File: src/rtl/traffic_light_ctrl_timed.sv
// Two-approach timed traffic light sequencer with all-red clearance,
// vehicle-actuated main green, latched pedestrian walk and flash mode.
module traffic_light_ctrl_timed #(
  parameter int CNT_W      = 8,
  parameter int GREEN_MIN  = 20,
  parameter int SIDE_GREEN = 10,
  parameter int YELLOW     = 4,
  parameter int ALLRED     = 2,
  parameter int WALK       = 8
) (
  input  logic       clk,
  input  logic       reset,
  input  logic       tick,
  input  logic       side_car,
  input  logic       ped_req,
  input  logic       flash_mode,
  output logic       main_red,
  output logic       main_yellow,
  output logic       main_green,
  output logic       side_red,
  output logic       side_yellow,
  output logic       side_green,
  output logic       walk,
  output logic [2:0] phase
);

  typedef enum logic [2:0] {
    ALL_RED_A   = 3'd0,
    MAIN_GREEN  = 3'd1,
    MAIN_YELLOW = 3'd2,
    ALL_RED_B   = 3'd3,
    SIDE_GRN    = 3'd4,
    SIDE_YELLOW = 3'd5,
    PED_WALK    = 3'd6,
    FLASH       = 3'd7
  } state_e;

  state_e           state_q, state_d;
  logic [CNT_W-1:0] cnt_q, cnt_d;
  logic             ped_q, ped_d;
  logic             blink_q, blink_d;
  logic             expired;

  assign expired = tick && (cnt_q == '0);

  // Load value (duration-1) for the state being entered.
  function automatic logic [CNT_W-1:0] dur_m1(input state_e s);
    logic [CNT_W-1:0] v;
    v = '0;
    unique case (s)
      ALL_RED_A:   v = CNT_W'(ALLRED - 1);
      MAIN_GREEN:  v = CNT_W'(GREEN_MIN - 1);
      MAIN_YELLOW: v = CNT_W'(YELLOW - 1);
      ALL_RED_B:   v = CNT_W'(ALLRED - 1);
      SIDE_GRN:    v = CNT_W'(SIDE_GREEN - 1);
      SIDE_YELLOW: v = CNT_W'(YELLOW - 1);
      PED_WALK:    v = CNT_W'(WALK - 1);
      FLASH:       v = '0;
    endcase
    return v;
  endfunction

  // Next-state, phase counter, blink and pedestrian latch.
  always_comb begin
    state_d = state_q;
    cnt_d   = cnt_q;
    blink_d = blink_q;
    if (tick && cnt_q != '0) cnt_d = cnt_q - 1'b1;
    unique case (state_q)
      ALL_RED_A:
        if (expired) state_d = flash_mode ? FLASH : MAIN_GREEN;
      MAIN_GREEN:
        if (flash_mode) state_d = MAIN_YELLOW;
        else if (expired && (side_car || ped_q))
          state_d = MAIN_YELLOW;
      MAIN_YELLOW:
        if (expired) state_d = ALL_RED_B;
      ALL_RED_B:
        if (expired) begin
          if (flash_mode) state_d = FLASH;
          else if (ped_q) state_d = PED_WALK;
          else            state_d = SIDE_GRN;
        end
      SIDE_GRN:
        if (flash_mode || expired) state_d = SIDE_YELLOW;
      SIDE_YELLOW:
        if (expired) state_d = ALL_RED_A;
      PED_WALK:
        if (expired) state_d = flash_mode ? FLASH : SIDE_GRN;
      FLASH: begin
        if (tick) blink_d = ~blink_q;
        if (!flash_mode) state_d = ALL_RED_A;
      end
    endcase
    if (state_d != state_q) begin
      cnt_d = dur_m1(state_d);
      if (state_d == FLASH) blink_d = 1'b1;
    end
    ped_d = ped_q | ped_req;
    if (state_d == PED_WALK && state_q != PED_WALK) ped_d = 1'b0;
  end

  // State register with asynchronous return to the all-red start.
  always_ff @(posedge clk or posedge reset) begin
    if (reset) begin
      state_q <= ALL_RED_A;
      cnt_q   <= CNT_W'(ALLRED - 1);
      ped_q   <= 1'b0;
      blink_q <= 1'b0;
    end else begin
      state_q <= state_d;
      cnt_q   <= cnt_d;
      ped_q   <= ped_d;
      blink_q <= blink_d;
    end
  end

  // Lamp decode from registered state only.
  always_comb begin
    main_red    = 1'b0;
    main_yellow = 1'b0;
    main_green  = 1'b0;
    side_red    = 1'b0;
    side_yellow = 1'b0;
    side_green  = 1'b0;
    walk        = 1'b0;
    unique case (state_q)
      ALL_RED_A, ALL_RED_B: begin
        main_red = 1'b1;
        side_red = 1'b1;
      end
      MAIN_GREEN: begin
        main_green = 1'b1;
        side_red   = 1'b1;
      end
      MAIN_YELLOW: begin
        main_yellow = 1'b1;
        side_red    = 1'b1;
      end
      SIDE_GRN: begin
        main_red   = 1'b1;
        side_green = 1'b1;
      end
      SIDE_YELLOW: begin
        main_red    = 1'b1;
        side_yellow = 1'b1;
      end
      PED_WALK: begin
        main_red = 1'b1;
        side_red = 1'b1;
        walk     = 1'b1;
      end
      FLASH: begin
        main_yellow = blink_q;
        side_red    = blink_q;
      end
    endcase
  end

  assign phase = state_q;

endmodule

File: config.mk
export PLATFORM = sky130hd
export DESIGN_NAME = traffic_light_ctrl_timed
export DESIGN_NICKNAME = d
export VERILOG_FILES = /design/src/rtl/traffic_light_ctrl_timed.sv
export SDC_FILE = /design/constraint.sdc
export NUM_CORES = 1
export LEC_CHECK = 0
export CORE_MARGIN = 5
export CORE_UTILIZATION = 40
export DETAILED_ROUTE_END_ITERATION = 10
export PLACE_DENSITY = 0.68
export SLEW_MARGIN = 10
export SYNTH_ARGS = -nofsm -noshare
export SYNTH_HDL_FRONTEND = slang
export SYNTH_SLANG_ARGS = --single-unit
File: constraint.sdc
create_clock -name clk -period 5.7 [get_ports clk]
set_input_delay 1.14 -clock clk [delete_from_list [all_inputs] [get_ports clk]]
set_output_delay 1.14 -clock clk [all_outputs]
set_load 0.1 [all_outputs]
==> results by group <==
Place
  – Post-DP HPWL: 1900 um
  – Routability congestion estimate: 0.8910
  – Port buffer count: 15

Floorplan
  – Core Area: 2734 um2
  – DIE HEIGHT: 63.27 um
  – Ports: 16
  – Row count: 19
  – Die Width: 63.27 um
  – Initial Util: 41.51%
  – DIE AREA: 4002 um2

Logic synthesis
  – Asr flop ratio synth: 100.0%
  – Mean Syn Cell Area: 8.797 um2
  – Number of synthesized flops with an enable pin: 0
  – Seq/Total Area, Yosys: 28.78%
  – Post-Syn Nets: 141
  – Post-synth top cells: 12 x dfrtp_1, 11 x nor3_1, 7 x clkbuf_1, 7 x nand3_1, 7 x o21ai_0
  – Synthesis-stage register bit count: 13
  – Distinct cells, synth: 43
  – Largest area contributor in the netlist: dfrtp_1
  – Post-synth top area share: 26.46%
  – Synth top area cells: dfrtp_1 26%, ha_1 6.6%, nor3_1 4.9%
  – Syn Inst Count: 129
  – Count leader, synth: dfrtp_1
  – Synthesized area: 1135 um2
  – Main synth FF type: dfrtp_1
  – Yosys warns: 0

Clock tree
  – # resized after CTS: 0
  – H-tree depth: 1
  – Clock Pin Slew Worst Setup and Hold Paths: 0.08 ns
  – CTS tree: yes
  – Clk root buf: clkbuf_4
  – Clock Sinks: 13
  – Clock Path Buffers: 2
  – Setup repair bufs after CTS: 0
  – # hold bufs at CTS: 0
  – CTS Buf Count: 3
  – Worst skew pair latency: 0.28 ns

Critical path
  – Reg2reg end: cnt_q[4]$_DFFE_PP0P_
  – Type of the worst setup path: register to output pin
  – Worst setup EP type: output pin
  – Req. time, crit path: 4.56 ns
  – CP Max Fanout: 19
  – Crit path launch: phase[2]$_DFF_PP0_
  – Crit path to: main_red
  – CP arrival: 2.74 ns
  – Reg2reg start: cnt_q[0]$_DFFE_PP1P_
  – Reg2reg setup slack: 3.00 ns
  – Startpoint Class: register
  – Cells on worst reg2reg path: 10

Cells and area
  – Nets: 153
  – Fill cell total of the finished layout: 262
  – Area occupied by multi-input gates: 754.5 um2
  – Util after Layout: 48.24%
  – N_diodes: 0
  – Layout cell share with drive strength beyond 1: 10.71%
  – Synth-to-layout area growth: 16.21%
  – Register area: 326.6 um2

STA
  – Tcrit/Tclk final: 68.02%
  – Fmax: 257.9 MHz
  – Post-layout min period: 3.877 ns
  – Setup TNS Final: 0 ns
  – Finish-stage setup viols: 0
  – Slew margin rel.: 34.38%
  – Endpoints failing hold: 0
  – Worst slew pin tran: 0.9812 ns
  – Setup Skew: 0.002903 ns
  – Final Max Slew Viols: 0
  – Unrepaired setup endpoints after global routing: false

Worst hold path
  – Worst Hold Class: register to register

Detailed routing
  – Vias per inst: 5.825
  – Initial DRC Count: 44
  – DRT Wirelength: 2518 um
  – Via count: 996
  – First-pass DRT Iterations: 4
  – WL/cell: 14.73 um
  – Antenna Nets Post-Route: 0
  – Post-route DRC: 0

Global route
  – Total congestion overflow: 0
  – Pin count of the biggest net entering global routing: 26
  – First-pass GRT wire length: 4278 um
  – Vias in the first global route: 939
  – Total Routing Usage GR: 13.01%
  – Initial antenna violation count: 0

Outcome
  – Outcome: complete, no violations

Flow run
  – Max-cap violations: 0
==> through the flow <==
| stage | worst slack [ns] | hold WS [ns] | std cells | cell area, um2 |
|---|---|---|---|---|
| 2_1_floorplan | 0.7710 | 0.5026 | 129 | 1135 |
| 3_3_place_gp | 1.984 | 0.5336 | 167 | 1292 |
| 3_5_place_dp | 1.927 | 0.5352 | 167 | 1292 |
| 4_1_cts | 1.824 | 0.5578 | 171 | 1319 |
| 5_1_grt | 1.671 | 0.5943 | 171 | 1319 |
| 6_report | 1.823 | 0.5660 | 171 | 1319 |
==> worst max-delay path: stages (launching register included) <==
cell             delay (ns)
dfrtp_1                0.73
inv_1                  0.23
and3_1                 0.22
a21oi_1                0.11
clkdlybuf4s50_1        1.16
==> worst min-delay path by stage <==
stage / slack, ns / cells past startpoint / end / from
finish: 0.57 / 2 / blink_q$_DFF_PP0_ / blink_q$_DFF_PP0_
global route: 0.59 / 2 / blink_q$_DFF_PP0_ / blink_q$_DFF_PP0_
CTS: 0.56 / 2 / blink_q$_DFF_PP0_ / blink_q$_DFF_PP0_
detailed placement: 0.54 / 2 / blink_q$_DFF_PP0_ / blink_q$_DFF_PP0_
global placement: 0.53 / 2 / blink_q$_DFF_PP0_ / blink_q$_DFF_PP0_
floorplan: 0.50 / 2 / blink_q$_DFF_PP0_ / blink_q$_DFF_PP0_
==> metal layers <==
| metal | track usage [%] | wire [um] | vias to the layer above |
|---|---|---|---|
| met5 | 0 | 0 | - |
| met4 | 7.532 | 60 | 0 |
| met3 | 2.131 | 94 | 7 |
| met2 | 21.41 | 1230 | 24 |
| met1 | 15.86 | 1132 | 477 |
| li1 | - | - | 488 |
==> cells by family after synthesis <==
family	share of synthesized area [%]
mux	7.387
flops	28.78
simple gates	26.24
fa+ha+maj	6.615
xor+xnor	6.945
buf+inv	4.741
compound gates	19.30
==> state kept, by name (all words and copies together) (netlist names) <==
register / flops
cnt_q: 8
phase: 3
blink_q: 1
ped_q: 1
==> layout make-up <==
cell class / count / area share, %
clock buffers: 4 / 1.992
inverters: 6 / 1.708
multi-input cells: 102 / 57.21
flip-flops and latches: 13 / 24.76
well taps: 31 / 2.941
repair buffers: 15 / 11.39
==> placed cells by master (no fill, tap or decap), types with 2 or more instances in the layout <==
cell             instances
and2_2                   3
o21a_1                   2
a21oi_1                  5
nand3_1                  7
dfrtp_1                 12
mux2i_1                  5
nand2_1                  6
nor2b_1                  4
clkdlybuf4s50_1         15
o22a_1                   2
clkbuf_4                 3
nor2_1                   6
nor3_1                  11
inv_1                    6
ha_1                     6
a22oi_1                  2
xor2_1                   4
and2_1                   3
xnor2_1                  5
mux2_2                   3
o21ai_0                  7
Power is not shown: default switching activity piles up to over one toggle a cycle in this logic, so the estimate is an artifact.
